[src/rtl/slideshow_ctrl.sv]
`default_nettype none
// ============================================================================
// slideshow_ctrl : slideshow sequencer (loader handshake, fades, dwell timer)
// Revision 1.0
// ============================================================================
module slideshow_ctrl #(
    parameter int NUM_IMG      = 4,
    parameter int DWELL_FRAMES = 300,
    parameter int IW           = 2
) (
    input  logic          clk,
    input  logic          rst_n,
    input  logic          frame_start,
    input  logic          btn_next,
    input  logic          btn_prev,
    input  logic          btn_pause,
    output logic          load_req,
    input  logic          load_ack,
    output logic [IW-1:0] load_idx,
    output logic [IW-1:0] disp_idx,
    output logic [3:0]    fade_level,
    output logic          paused
);

    // Dwell counter only spans 0..DWELL_FRAMES-1, so it can never wrap in SHOW
    localparam int                   c_DWELL_W    = (DWELL_FRAMES > 1) ? $clog2(DWELL_FRAMES) : 1;
    localparam logic [c_DWELL_W-1:0] c_DWELL_LAST = c_DWELL_W'(DWELL_FRAMES - 1);
    localparam logic [IW-1:0]        c_LAST_IDX   = IW'(NUM_IMG - 1);
    localparam logic [3:0]           c_FADE_MAX   = 4'd15;

    typedef enum logic [1:0] {
        ST_LOAD     = 2'd0,
        ST_FADE_IN  = 2'd1,
        ST_SHOW     = 2'd2,
        ST_FADE_OUT = 2'd3
    } state_t;

    state_t                 r_state,    w_state;
    logic [IW-1:0]          r_target,   w_target;
    logic                   r_load_req, w_load_req;
    logic [IW-1:0]          r_disp,     w_disp;
    logic [3:0]             r_fade,     w_fade;
    logic [c_DWELL_W-1:0]   r_dwell,    w_dwell;
    logic                   r_paused,   w_paused;
    logic [IW-1:0]          w_inc_idx;
    logic [IW-1:0]          w_dec_idx;

    always_ff @(posedge clk or negedge rst_n) begin
        if (!rst_n) begin
            r_state    <= ST_LOAD;
            r_target   <= '0;
            r_load_req <= 1'b0;
            r_disp     <= '0;
            r_fade     <= 4'd0;
            r_dwell    <= '0;
            r_paused   <= 1'b0;
        end else begin
            r_state    <= w_state;
            r_target   <= w_target;
            r_load_req <= w_load_req;
            r_disp     <= w_disp;
            r_fade     <= w_fade;
            r_dwell    <= w_dwell;
            r_paused   <= w_paused;
        end
    end

    always_comb begin
        w_inc_idx  = (r_disp == c_LAST_IDX) ? '0 : r_disp + IW'(1);
        w_dec_idx  = (r_disp == '0) ? c_LAST_IDX : r_disp - IW'(1);

        w_state    = r_state;
        w_target   = r_target;
        w_load_req = r_load_req;
        w_disp     = r_disp;
        w_fade     = r_fade;
        w_dwell    = r_dwell;
        w_paused   = r_paused ^ btn_pause;

        case (r_state)
            ST_LOAD: begin
                // Request is raised one edge after entry; acks seen before that are dropped
                if (!r_load_req) begin
                    w_load_req = 1'b1;
                end else if (load_ack) begin
                    w_load_req = 1'b0;
                    w_disp     = r_target;
                    w_fade     = 4'd0;
                    w_state    = ST_FADE_IN;
                end
            end
            ST_FADE_IN: begin
                if (frame_start && (r_fade != c_FADE_MAX)) begin
                    w_fade = r_fade + 4'd1;
                    if (r_fade == (c_FADE_MAX - 4'd1)) begin
                        w_state = ST_SHOW;
                        w_dwell = '0;
                    end
                end
            end
            ST_SHOW: begin
                if (btn_next) begin
                    w_target = w_inc_idx;
                    w_state  = ST_FADE_OUT;
                end else if (btn_prev) begin
                    w_target = w_dec_idx;
                    w_state  = ST_FADE_OUT;
                end else if (frame_start && !r_paused) begin
                    if (r_dwell == c_DWELL_LAST) begin
                        w_target = w_inc_idx;
                        w_state  = ST_FADE_OUT;
                    end else begin
                        w_dwell = r_dwell + 1'b1;
                    end
                end
            end
            ST_FADE_OUT: begin
                if (frame_start && (r_fade != 4'd0)) begin
                    w_fade = r_fade - 4'd1;
                    if (r_fade == 4'd1) begin
                        w_state = ST_LOAD;
                    end
                end
            end
            default: begin
                w_state = ST_LOAD;
            end
        endcase
    end

    assign load_req   = r_load_req;
    assign load_idx   = r_target;
    assign disp_idx   = r_disp;
    assign fade_level = r_fade;
    assign paused     = r_paused;

endmodule
`default_nettype wire
[config.mk]
export PLATFORM = sky130hd
export DESIGN_NAME = slideshow_ctrl
export DESIGN_NICKNAME = d
export VERILOG_FILES = /design/src/rtl/slideshow_ctrl.sv
export SDC_FILE = /design/constraint.sdc
export NUM_CORES = 1
export LEC_CHECK = 0
export CORE_MARGIN = 2
export CORE_UTILIZATION = 60
export CTS_BUF_LIST = sky130_fd_sc_hd__clkbuf_16
export DETAILED_ROUTE_END_ITERATION = 12
export GPL_ROUTABILITY_DRIVEN = 0
export HOLD_SLACK_MARGIN = 0.02
export PLACE_DENSITY = 0.88
export SYNTH_ARGS = -nofsm -noshare
export SYNTH_HDL_FRONTEND = slang
export SYNTH_SLANG_ARGS = --single-unit
[constraint.sdc]
create_clock -name clk -period 5.9 [get_ports clk]
set_clock_uncertainty 0.1 [all_clocks]
set_input_delay 1.18 -clock clk [delete_from_list [all_inputs] [get_ports clk]]
set_output_delay 1.18 -clock clk [all_outputs]
set_load 0.05 [all_outputs]
# After elaboration in Yosys (flattened, before gate mapping)
# Index checks and enable logic that the tools add are counted.
classes:
  add_sub_neg: 5
  n_eq_ne: 20
  n_mux: 31
  bitwise_logic: 1
  n_reduce_logical: 16
ops:
  columns: ["op", "n"]
  rows:
  - ["9-bit two-way mux", 6]
  - ["2-bit two-way mux", 16]
  - ["2-bit inequality test (second input constant)", 10]
  - ["9-bit one-hot mux with 2 select lines", 1]
  - ["4-bit two-way mux", 4]
  - ["4-bit inequality test (second input constant)", 3]
  - ["4-bit one-hot mux with 3 select lines", 1]
  - ["9-bit by 1-bit adder with 9-bit output (second input constant)", 1]
  - ["9-bit equality test (second input constant)", 1]
  - ["3-bit nonzero test", 3]
  - ["2-bit one-hot mux with 4 select lines", 1]
  - ["8-bit AND reduction", 1]
  - ["7-bit AND reduction", 1]
  - ["2-bit equality test (second input constant)", 3]
  - ["3-bit AND reduction", 2]
  - ["5-bit AND reduction", 1]
  - ["4-bit by 1-bit adder with 4-bit output (second input constant)", 1]
  - ["4-bit by 1-bit equality test with 1-bit output (second input constant)", 1]
  - ["4-bit equality test (second input constant)", 1]
  - ["2-bit zero test", 2]
  - ["4-bit nonzero test", 1]
  - ["4-bit by 1-bit subtractor with 4-bit output (second input constant)", 1]
  - ["1-bit logical AND", 3]
  - ["2-bit by 1-bit adder with 2-bit output (second input constant)", 1]
  - ["6 further kinds", 7]
word_totals:
  regBits: 21
  in_bits: 7
  output_inout_bits: 10
  wordCells: 80

# Longest topological paths before layout
# Gate-level depths: netlist of the first run.
logic_depth:
  word_depth: 6
  ltp_mapped: 7
  mapped_depth_nobuf: 7

# Worst setup path after synthesis of the first run
# OpenSTA, ideal clock, no wires.
synth_path:
  kind: "input port to flip-flop"
  from: "input btn_prev"
  to: "register r_dwell[5]"
  setup_ns: 0.121
  t_arrival_ns: 2.278
  required_ns: 5.679
  setup_slack_ns: 3.401
  path_stages: 6
  n_path_buf: 1
  path_cell_list: "nor4b_1 -> and2_1 -> buf_4 -> and2_2 -> o21ai_2 -> a22o_1"
synth_via:
  elab_chain_len: 2
synth_rtl:
  columns: ["element", "line_no", "text"]
  rows:
  - ["start, declared", "15", "input logic btn_prev,"]
  - ["2-bit inequality test (no line)", null, null]
  - ["7-bit AND reduction (no line)", null, null]
  - ["end signal, assigned", "63", "r_dwell <= w_dwell;"]
  - ["end, declared", "43", "logic [c_DWELL_W-1:0] r_dwell, w_dwell;"]
# Every way passes these cells.
# A chain may end at the register's enable or synchronous reset.

# Worst setup path after layout of the first run
# Same ends and word-level chain as after synthesis.

==> flow_results.org, run 1 <==
** Yosys
- Avg Synthesized Cell Area :: 9.77 µm²
- Synthesis inferred 21 register bits.
- Of the synthesized area, sequential elements account for 35.4%.
- Yosys attributes the largest share of cell area to sky130_fd_sc_hd__dfrtp_1, sky130_fd_sc_hd__ha_1, sky130_fd_sc_hd__inv_1.
- Count of distinct cell types in the synthesized netlist :: 46
- Net count of the mapped netlist :: 171
- In the post-synthesis netlist, the cell with the most instances is sky130_fd_sc_hd__dfrtp_1.
- Counting flops with an async set or reset pin after synthesis yields a share of 100%.
- Synth top cells by count :: sky130_fd_sc_hd__dfrtp_1, sky130_fd_sc_hd__inv_1, sky130_fd_sc_hd__ha_1
- YS warnings :: 0
- Gate Count Post-Synth :: 152
- For this run, the leading register cell type out of synthesis is sky130_fd_sc_hd__dfrtp_1.
- The synthesized design contains 0 enable-type register cells.
- Summed over its instances, the top area cell type makes up 35.4% of the synthesized netlist area.
- The synthesized netlist occupies a cell area of 1490 µm².
- Library cell occupying the most area in the post-synthesis netlist :: sky130_fd_sc_hd__dfrtp_1

** Route
- The count of nets left with antenna violations once routing finished came out at 0.
- After detailed routing, the number of remaining DRC violations is 0.
- DR vias :: 1247
- The first detailed-routing pass took 5 iterations.
- Via count normalized by instance count :: 6.33
- Wires add up to 3.20 mm.
- In this run, the number of DRC markers left after iteration 0 of detailed routing was 54.
- Detail-routed net length per standard cell :: 16.3 µm

** STA
- Achievable Freq :: 323 MHz
- Hold Violations, Final :: 0
- Final TNS setup :: 0 ps
- Setup repair after global routing left no endpoint under its margin.
- The routed design could run at a clock period as short as 3100 ps.
- Setup violations remaining at the end of the flow were counted as 0.
- The worst path uses 52.5% of the clock period.
- Worst slew margin :: 36.5%
- Pins over their slew limit :: 0
- Slew at the pin closest to its max-slew limit :: 949 ps

** Finish
- Fill cell total of the finished layout :: 149
- Post-synthesis to final-layout area growth :: 16.8%
- # diodes :: 0
- Multi-input combinational cell area :: 885 µm²
- Excluding fillers, the count of instances in the completed layout stands at 197.
- Sequential Area :: 526 µm²
- Layout cells sized above 1 :: 8.98%
- # nets final :: 187

** Placed design
- During placement, the flow inserted port buffers numbering 16.
- After detailed placement, the design holds a cell count of 193.
- Once detailed placement completed, the half-perimeter wirelength came to 2.26 mm.

** Critical path
- For the worst setup path, the data required time is 5940 ps.
- STA classifies the critical path endpoint as a flip-flop.
- Data arrives at the worst endpoint at 3140 ps.
- Start-to-end type of the worst setup path :: input pin to flip-flop
- The worst setup path is launched from an input pin.
- Highest fanout seen on the critical path :: 8

** Clock network
- The tree built by TritonCTS fans out to 21 sinks.
- At the later pin of the worst-skew pair, clock insertion delay measures 250 ps.
- Clock transition time at the flip-flop clock pins of the worst setup and hold paths :: 60 ps
- Post-CTS timing repair inserted 0 buffers for setup.
- For this design, the CTS-stage hold fixing added 0 buffers.
- Worst-case clock buffer depth :: 2
- TritonCTS built the clock tree.
- Gates resized during post-CTS repair numbered 0.
- Number of buffers created by CTS :: 3
- H-tree levels :: 1
- Clock tree root driver cell :: sky130_fd_sc_hd__clkbuf_16

** Global route
- Via count of the first global-routing pass :: 1202
- Global routing used 25.0% of the available tracks.
- Pin count of the biggest net entering global routing :: 22
- Number of antenna violations at the first check in global routing :: 0
- The first global-routing pass estimated 5.26 mm of wire.
- After global routing the overflow that remains totals 0.

** Pwr
- In this run the power spent charging and discharging nets is 0.000460 W.
- Switching share of power :: 48.3%
- Combinational share of power :: 58.8%
- PwrDens :: 550 nW/µm²
- The clock network accounts for 15.0% of the total power.
- Int Power :: 0.000493 W
- Across the VDD grid, the largest voltage drop is 0.403 mV.
- P_leak :: 0.808 nW
- Part of the power in registers :: 26.3%

** Min path
- The tightest min-delay check is of the flip-flop to flip-flop type.

** Floorplanning
- The floorplan step set the die height to 53.8 µm.
- DIE WIDTH :: 53.8 µm
- For this configuration, the core starts out at a cell density of 61.6%.
- Core Area :: 2410 µm²
- DIE AREA :: 2890 µm²
- The floorplan has 18 rows.
- For this design the top-level I/O count stands at 17.

** Run
- Max-cap violations :: 0

** Run status
- The flow ran to the end, and the final reports show no timing, DRC or antenna violations.
## cell families (layout without fill, tap and decap cells)
group	Yosys count	in the layout	share of synthesized area, %
AOI/OAI and AO/OA	49	49	25.4
xor gates and xnor gates	1	1	0.590
adders and majority gates	12	12	10.1
buffers and inverters	18	33	5.05
DFF	21	21	35.4
muxes	6	6	4.55
and+or+nand+nor	45	45	18.9
## cells in the final DEF, fill, tap and decap left out, types with 4 or more instances in the layout
master	count
sky130_fd_sc_hd__inv_1	14
sky130_fd_sc_hd__nand3_1	8
sky130_fd_sc_hd__and3_1	4
sky130_fd_sc_hd__ha_1	12
sky130_fd_sc_hd__clkdlybuf4s50_1	16
sky130_fd_sc_hd__nand2_1	6
sky130_fd_sc_hd__dfrtp_1	21
sky130_fd_sc_hd__nor3_1	4
sky130_fd_sc_hd__nor2_1	8
sky130_fd_sc_hd__o31ai_1	4
sky130_fd_sc_hd__o21ai_0	6
sky130_fd_sc_hd__a31oi_1	5
sky130_fd_sc_hd__a21oi_1	7
## through the flow
step           worst slack (ps)  hold slack, ps  instance area (µm²)  util [%]  total power, W
2_1_floorplan              3400             399                 1490         -        0.000662
3_5_place_dp               2650             416                 1660      68.7        0.000804
6_report                   2800             432                 1740      72.0        0.000954
3_3_place_gp               2720             409                 1660      68.7        0.000777
4_1_cts                    2860             426                 1740      72.0        0.000951
5_1_grt                    2730             439                 1740      72.0         0.00101
## critical path: stages
cell and delay, ps:
sky130_fd_sc_hd__clkdlybuf4s50_1 510, sky130_fd_sc_hd__nor4b_1 480, sky130_fd_sc_hd__and2_1 350, sky130_fd_sc_hd__and2_2 260
sky130_fd_sc_hd__o21ai_2 90, sky130_fd_sc_hd__a22o_1 270
## sequential cells by signal, summed over array words and instances (netlist names)
signal and cells:
r_state 2, load_idx 2, disp_idx 2, r_dwell 9, fade_level 4, load_req 1
paused 1
## path summary, 6_finish.rpt
| path | from | end | slack, ps | cells after the start |
|---|---|---|---|---|
| setup / recovery | btn_prev | r_dwell[5]$_DFFE_PN0P_ | 2800 | 6 |
| hold / removal | paused$_DFF_PN0_ | paused$_DFF_PN0_ | 430 | 1 |
| setup reg to reg | r_state[0]$_DFFE_PN0P_ | r_dwell[5]$_DFFE_PN0P_ | 3640 | 6 |
| hold reg to reg | paused$_DFF_PN0_ | paused$_DFF_PN0_ | 430 | 1 |
| max in group asynchronous | rst_n | fade_level[1]$_DFFE_PN0P_ | 3760 | 1 |
| min in group asynchronous | rst_n | r_dwell[6]$_DFFE_PN0P_ | 1360 | 1 |
## power groups by stage
stage,Combinational [W],Sequential [W],Clock [W]
after floorplan,0.000316,0.000345,0
after global placement,0.000531,0.000246,0
after detailed placement,0.000553,0.000251,0
after CTS,0.000559,0.000249,0.000143
after global routing,0.000603,0.000257,0.000151
final,0.000560,0.000250,0.000143
## layout make-up
type	count	area share, %
multi-input cells	113	51.0
flip-flops and latches	21	30.3
clock buffers	3	4.33
repair buffers	16	9.23
clock inverters	1	0.216
inverters	13	2.81
well taps	30	2.16
## per-layer routing
| layer | global-route usage, % | share of wire, % | vias to the layer above | routed length [µm] |
|---|---|---|---|---|
| li1 | - | - | 597 | - |
| met2 | 42.3 | 49 | 41 | 1580 |
| met5 | 0 | 0 | - | 0 |
| met1 | 32.0 | 45 | 603 | 1430 |
| met3 | 5.00 | 5.3 | 6 | 169 |
| met4 | 7.69 | 0.94 | 0 | 30 |
(Power assumes the default switching activity.)
==> inputs of run 2 (changes only) <==
--- a/config.mk
+++ b/config.mk
@@ -6,12 +6,12 @@
 export NUM_CORES = 1
 export LEC_CHECK = 0
 export CORE_MARGIN = 2
-export CORE_UTILIZATION = 60
+export CORE_UTILIZATION = 50
 export CTS_BUF_LIST = sky130_fd_sc_hd__clkbuf_16
 export DETAILED_ROUTE_END_ITERATION = 12
 export GPL_ROUTABILITY_DRIVEN = 0
 export HOLD_SLACK_MARGIN = 0.02
-export PLACE_DENSITY = 0.88
+export PLACE_DENSITY = 0.78
 export SYNTH_ARGS = -nofsm -noshare
 export SYNTH_HDL_FRONTEND = slang
 export SYNTH_SLANG_ARGS = --single-unit
==> constraint.sdc (replaced) <==
create_clock -name clk -period 2.75 [get_ports clk]
set_clock_uncertainty 0.1 [all_clocks]
set_input_delay 0.55 -clock clk [delete_from_list [all_inputs] [get_ports clk]]
set_output_delay 0.55 -clock clk [all_outputs]
set_load 0.05 [all_outputs]
==> flow_results.org, run 2 (synthesis gave the netlist of run 1 again) <==
** Min path
- Type of the most critical hold path :: flip-flop to flip-flop
- Instance count along the most critical hold path :: 1 (unchanged)
- The worst hold path begins at paused$_DFF_PN0_.
- For hold timing, the worst endpoint is paused$_DFF_PN0_.

** Global route
- The number of global-route vias before repair is 1218 (+1.3%).
- The wire length of the first global-routing pass was 5.50 mm (+4.5%).
- The remaining global-route overflow came to 0 (unchanged).
- Global router's overall resource usage :: 21.0% (-3.9 points)
- Number of antenna violations at the first check in global routing :: 0 (unchanged)
- The pin count of the biggest net entering global routing was 22 (unchanged).

** Clock network
- Clock latency on the worst-skew pair :: 250 ps (about the same)
- The post-CTS clock slew at the launch and capture registers of the worst setup and hold paths was 60 ps (about the same).
- Worst-case clock buffer depth :: 2 (unchanged)
- The number of setup buffers added after CTS was 0 (unchanged).
- Clock tree root driver cell :: sky130_fd_sc_hd__clkbuf_16
- TritonCTS sink count :: 21 (unchanged)
- TritonCTS built the clock tree.
- Hold_buf cts :: 0 (unchanged)
- The post-cts sizing count was 0 (unchanged).
- The number of levels the H-tree was split into is 1 (unchanged).
- The CTS buffer count is 3 (unchanged).

** Placed design
- The number of placed instances, taps included is 197 (+2.1%).
- Buffers added on ports :: 16 (unchanged)
- Area of placed instances :: 1680 µm² (+1.4%)
- The half-perimeter wire length after detailed placement was 2.28 mm (+0.84%).

** Critical path
- Sum of buffers and inverters on the critical path :: 1 (unchanged)
- The critical path in this run is classified as input pin to flip-flop.
- The register-to-register setup slack is 480 ps (-3160 ps).
- Family with the most delay on the worst path :: simple AND/OR/NAND/NOR gates
- Type of destination of the critical path :: flip-flop
- The worst register-to-register path begins at r_state[0]$_DFFE_PN0P_.
- STA classifies the critical path startpoint as an input pin.
- The maximum fanout count along the critical path is 8 (unchanged).
- The delay of the slowest cell on the worst path was 570 ps (+60 ps).
- Endpoint of the most critical register-to-register path :: r_dwell[5]$_DFFE_PN0P_
- Worst path required time :: 2790 ps (-3150 ps)
- The worst reg-to-reg path cell count came to 6 (unchanged).
- Critical Path, Cell by Cell :: clkdlybuf4s50_1, nor4b_1, and2_1, and2_2, o21ai_2, a22o_1
- The data arrival at the endpoint of the critical path was 2450 ps (-690 ps).
- CP max stage cell :: sky130_fd_sc_hd__clkdlybuf4s50_1

** Pwr
- The switching power as a share of total power is 47.7% (-0.59 points).
- Pwr Total :: 0.00208 W (+120%)
- Part of the power in registers :: 26.2% (about the same)
- Net Sw Power :: 0.000990 W (+110%)
- The combinational fraction of design power was 58.9% (about the same).
- Int Power :: 0.00109 W (+120%)
- The leakage dissipation was 0.821 nW (+1.6%).
- The clock share of power was 14.9% (about the same).
- PwrDens :: 1180 nW/µm² (+110%)
- Maximum vdd drop :: 0.958 mV (+140%)

** Floorplanning
- The floorplan die width is 58.5 µm (+8.8%).
- Initial standard-cell utilization of the core :: 53.4% (-8.2 points)
- The number of top-level design ports came to 17 (unchanged).
- Height of the chip :: 58.5 µm (+8.8%)
- Number of rows created at floorplan :: 19 (+1)
- The placeable core area is 2780 µm² (+15%).
- The die outline area came to 3420 µm² (+18%).

** STA
- The slew of the pin with the lowest slew margin is 575 ps (-374 ps).
- The relative slew slack is 61.6% (+25 points).
- Final setup fails :: 0 (unchanged)
- RSZ-0062 raised after global routing :: no
- The max-slew violation count is 0 (unchanged).
- Achievable Freq :: 415 MHz
- Crit share post-route :: 87.6%
- Hold Violations, Final :: 0 (unchanged)
- The summed negative setup slack over all endpoints came to 0 ps (unchanged).
- Final critical delay including setup and external delays :: 2410 ps

** Route
- Number of remaining DRC errors :: 0 (unchanged)
- The length of the first detailed-routing pass in iterations came to 4 (-1).
- DR vias :: 1272 (+2.0%)
- The number of violations reported at the end of detailed-routing iteration 0 was 65 (+20%).
- Routed Wire Length :: 3.26 mm (+1.6%)
- Via count normalized by instance count :: 6.33 (about the same)
- Detail-routed net length per standard cell :: 16.2 µm (-0.43%)
- The count of nets left with antenna violations after detail routing was 0 (unchanged).

** Finish
- Fill cell total of the finished layout :: 217 (+46%)
- Layout cells sized above 1 :: 11.2% (+2.2 points)
- Multi-input combinational cell area :: 885 µm² (unchanged)
- The combined flip-flop and latch cell area is 526 µm² (unchanged).
- The flip-flop count of the largest register, all copies and words added is 9 (unchanged).
- The final net count came to 190 (+1.6%).
- Highest-count cells in the layout ignoring fill and taps :: sky130_fd_sc_hd__dfrtp_1, sky130_fd_sc_hd__clkdlybuf4s50_1, sky130_fd_sc_hd__inv_1
- The final cell count without fillers was 201 (+2.0%).
- Final instance area :: 1760 µm² (+1.4%)
- # diodes :: 0 (unchanged)
- Compared with the post-synthesis result, the final layout area differs by 18.5%.
- Util after Layout :: 63.3% (-8.7 points)
- Leaving out fill and tap cells, the most frequent cell in the layout is sky130_fd_sc_hd__dfrtp_1.
- Ranked by flip-flop count, first place goes to r_dwell.

** Run
- Max-cap violations :: 0 (unchanged)

** Run status
- Run status :: complete, no violations
[run 2: how the worst max path moves through the flow]
stage                              start                     end  slack [ps]  depth (start not counted)
6_report                     frame_start  r_dwell[5]$_DFFE_PN0P_         340                          6
5_1_grt                         btn_prev  r_dwell[3]$_DFFE_PN0P_         150                          6
4_1_cts                      frame_start  r_dwell[5]$_DFFE_PN0P_         410                          6
3_5_place_dp                 frame_start  r_dwell[5]$_DFFE_PN0P_         160                          6
3_3_place_gp                 frame_start  r_dwell[5]$_DFFE_PN0P_         230                          6
2_1_floorplan  fade_level[1]$_DFFE_PN0P_  r_dwell[7]$_DFFE_PN0P_         510                          6
[run 2: per-stage QoR]
stage / hold slack [ps] / setup WS, ps
after floorplan: 154 / 511
after global placement: 411 / 225
after detailed placement: 416 / 164
after CTS: 429 / 412
after global routing: 473 / 151
final: 427 / 342
[run 2: area by class of cell]
type	instances	share of cell area, %
Sequential cell	21	29.9
Inverter	13	2.77
Tap cell	31	2.20
Clock inverter	1	0.284
Clock buffer	3	4.26
Multi-Input combinational cell	113	50.2
Timing Repair Buffer	19	10.4
[run 2: power by group through the flow]
stage	clock network, W	registers [W]	logic (W)
finish	0.000310	0.000543	0.00122
global route	0.000327	0.000562	0.00132
CTS	0.000311	0.000542	0.00122
detailed placement	0	0.000543	0.00121
global placement	0	0.000535	0.00118
floorplan	0	0.000741	0.000679
[run 2: routing by layer]
| layer | global-route usage (%) | part of all wire, % | vias up |
|---|---|---|---|
| li1 | - | - | 609 |
| met5 | 0 | 0 | - |
| met1 | 28.2 | 45 | 610 |
| met4 | 8.64 | 1.8 | 0 |
| met3 | 3.30 | 5.1 | 6 |
| met2 | 34.0 | 48 | 47 |
[run 2: worst reg2reg max path, stage by stage, from the launching register on]
cell and delay [ps]:
sky130_fd_sc_hd__dfrtp_1 420, sky130_fd_sc_hd__inv_1 130, sky130_fd_sc_hd__ha_1 520, sky130_fd_sc_hd__and2_1 370, sky130_fd_sc_hd__and2_2 260, sky130_fd_sc_hd__o21ai_2 90
sky130_fd_sc_hd__a22o_1 260
==> inputs of run 3 (changes only) <==
--- a/config.mk
+++ b/config.mk
@@ -11,7 +11,9 @@
 export DETAILED_ROUTE_END_ITERATION = 12
 export GPL_ROUTABILITY_DRIVEN = 0
 export HOLD_SLACK_MARGIN = 0.02
+export MAX_ROUTING_LAYER = met4
 export PLACE_DENSITY = 0.78
+export SLEW_MARGIN = 5
 export SYNTH_ARGS = -nofsm -noshare
 export SYNTH_HDL_FRONTEND = slang
 export SYNTH_SLANG_ARGS = --single-unit
==> flow_results.org, run 3 (synthesis gave the netlist of run 1 again) <==
** Finish
- The utilization of the core after routing was 63.3% (unchanged).
- The growth of design area from synthesis to finish came to 18.5% (unchanged).
- Max FFs per register :: 9 (unchanged)
- Highest-count cells in the layout ignoring fill and taps :: sky130_fd_sc_hd__dfrtp_1, sky130_fd_sc_hd__clkdlybuf4s50_1, sky130_fd_sc_hd__inv_1
- The count of antenna diodes in the layout came to 0 (unchanged).
- Fill cell total of the finished layout :: 217 (unchanged)
- # nets final :: 190 (unchanged)
- Register with the most flip-flops :: r_dwell
- Most common library cell in the layout ignoring fill and taps :: sky130_fd_sc_hd__dfrtp_1
- Layout cells sized above 1 :: 11.2% (unchanged)

** Route
- Number of search-and-repair iterations in the first detailed-routing pass :: 4 (unchanged)
- 1st-iter DRT viols :: 66 (+1.5%)
- The via count of the routed design is 1289 (+1.3%).
- The number of DRC violations after detailed routing came to 0 (unchanged).
- Met3 Routed Length :: 167 µm (+1.2%)
- Detail-routed net length per standard cell :: 16.4 µm (+0.98%)
- The via density per instance was 6.41 (+1.3%).
- Met2 wirelength from detailed routing :: 1.57 mm (about the same)
- The count of nets left with antenna violations after detail routing was 0 (unchanged).
- Highest layer used for signal routing :: met4
- The length of routed wiring on met1 was 1.47 mm (+0.68%).
- Routed Wire Length :: 3.29 mm (+0.98%)

** STA
- Post-layout worst setup margin :: 338 ps (-4.12 ps)
- The highest clock frequency the design can meet came to 415 MHz (-0.17%).
- The final count of hold timing violations came to 0 (unchanged).
- Crit share post-route :: 87.7% (+0.15 points)
- Worst slew margin :: 61.9% (+0.24 points)
- The max-slew violation count came to 0 (unchanged).
- Final setup fails :: 0 (unchanged)
- Final TNS setup :: 0 ps (unchanged)
- RSZ-0062 raised after global routing :: no
- Final critical delay including setup and external delays :: 2410 ps (+4.12 ps)
- The slew of the pin with the lowest slew margin was 572 ps (-3.53 ps).

** Critical path
- Following the worst setup path forward leads to its endpoint at r_dwell[5]$_DFFE_PN0P_.
- The delay of the slowest cell on the worst path came to 570 ps (about the same).
- Launch point of the critical path :: frame_start
- CP max stage cell :: sky130_fd_sc_hd__clkdlybuf4s50_1
- Path depth of the worst reg2reg path :: 6 (unchanged)
- The worst register-to-register path ends at r_dwell[5]$_DFFE_PN0P_.
- The maximum fanout count along the critical path came to 8 (unchanged).
- The critical path data required time is 2790 ps (about the same).
- In this run the critical register-to-register path is launched from r_state[0]$_DFFE_PN0P_.
- Type of destination of the critical path :: flip-flop
- By startpoint and endpoint, the worst setup path is classified as input pin to flip-flop.
- Worst setup SP type :: input pin
- Reg-to-reg slack, setup :: 460 ps (-20 ps)
- The data arrival at the endpoint of the critical path came to 2450 ps (about the same).
- The signal on the critical path passes through clkdlybuf4s50_1, nor4b_1, and2_1, and2_2, o21ai_2, a22o_1.

** Floorplanning
- The number of rows created at floorplan is 19 (unchanged).
- Number of primary I/O pins :: 17 (unchanged)
- DIE AREA :: 3420 µm² (unchanged)
- Initial standard-cell utilization of the core :: 53.4% (unchanged)
- Height of the chip :: 58.5 µm (unchanged)
- The floorplan die width is 58.5 µm (unchanged).
- The placeable core area is 2780 µm² (unchanged).

** Global route
- The number of global-route vias before repair is 1214 (-0.33%).
- Total overflow reported by the global router :: 0 (unchanged)
- The pin count of the biggest net entering global routing was 22 (unchanged).
- The number of antenna violations at the first check in global routing was 0 (unchanged).
- The total global routing track utilization was 21.8% (+0.73 points).
- Wire length of the first global-routing pass :: 5.52 mm (+0.38%)

** Pwr
- Share of power burned in the clock network :: 14.8% (about the same)
- P_leak :: 0.821 nW (unchanged)
- The switching power as a share of total power came to 47.7% (about the same).
- Maximum vdd drop :: 0.966 mV (+0.78%)
- The total internal power was 0.00109 W (about the same).
- Net Sw Power :: 0.000990 W (about the same)
- The total power is 0.00208 W (about the same).
- The combinational fraction of design power came to 58.9% (about the same).
- PwrDens :: 1180 nW/µm² (about the same)
- The sequential fraction of design power is 26.3% (about the same).

** Clock network
- Number of buffers created by CTS :: 3 (unchanged)
- The post-cts sizing count came to 0 (unchanged).
- Clock tree root driver cell :: sky130_fd_sc_hd__clkbuf_16
- The post-cts hold buffer count is 0 (unchanged).
- Clock latency on the worst-skew pair :: 250 ps (about the same)
- Setup Fix Bufs, Post-CTS :: 0 (unchanged)
- Worst-case clock buffer depth :: 2 (unchanged)
- The number of levels the H-tree was split into came to 1 (unchanged).
- TritonCTS built the clock tree.
- The post-CTS clock slew at the launch and capture registers of the worst setup and hold paths is 60 ps (about the same).
- TritonCTS sink count :: 21 (unchanged)

** Placed design
- The post-placement worst setup slack was 164 ps (unchanged).
- Dpl hpwl :: 2.28 mm (unchanged)
- The number of buffers inserted by port buffering is 16 (unchanged).

** Min path
- Type of the most critical hold path :: flip-flop to flip-flop

** Run
- Max-cap violations :: 0 (unchanged)

** Run status
- The flow ran to the end, and the final reports show no timing, DRC or antenna violations.
## run 3: how the worst min path moves through the flow
stage,cells past startpoint,startpoint,to
after global placement,1,load_req$_DFFE_PN0N_,load_req$_DFFE_PN0N_
after floorplan,0,rst_n,disp_idx[0]$_DFFE_PN0P_
after global routing,1,load_req$_DFFE_PN0N_,load_req$_DFFE_PN0N_
after detailed placement,1,paused$_DFF_PN0_,paused$_DFF_PN0_
final,1,paused$_DFF_PN0_,paused$_DFF_PN0_
after CTS,1,paused$_DFF_PN0_,paused$_DFF_PN0_
## run 3: cell type report
class | count | area (µm²) | area share, %
multi-input cells | 113 | 885 | 50.2
flip-flops and latches | 21 | 526 | 29.9
repair buffers | 19 | 183 | 10.4
clock buffers | 3 | 75.1 | 4.26
inverters | 13 | 48.8 | 2.77
well taps | 31 | 38.8 | 2.20
clock inverters | 1 | 5.00 | 0.284
## run 3: power by group through the flow
stage / clock, W / combinational, W / sequential (W)
CTS: 0.000311 / 0.00122 / 0.000542
detailed placement: 0 / 0.00121 / 0.000543
floorplan: 0 / 0.000679 / 0.000741
global route: 0.000327 / 0.00132 / 0.000562
finish: 0.000308 / 0.00122 / 0.000545
global placement: 0 / 0.00118 / 0.000535
## run 3: worst max-delay path: cells and delay by family
family	cells	cell delay, ps
compound gates	2	360
buf+inv	1	570
simple gates	3	980
## run 3: routing by layer
layer | up-vias | GRT usage, %
li1 | 607 | -
met1 | 621 | 28.6
met4 | 0 | 8.64
met2 | 53 | 33.9
met5 | - | -
met3 | 8 | 3.30
## run 3: through the flow
step,cell area [µm²],hold WS (ps),cells
after floorplan,1490,154,152
after global placement,1680,411,197
after detailed placement,1680,416,197
after CTS,1760,429,201
after global routing,1760,473,201
final,1760,429,201
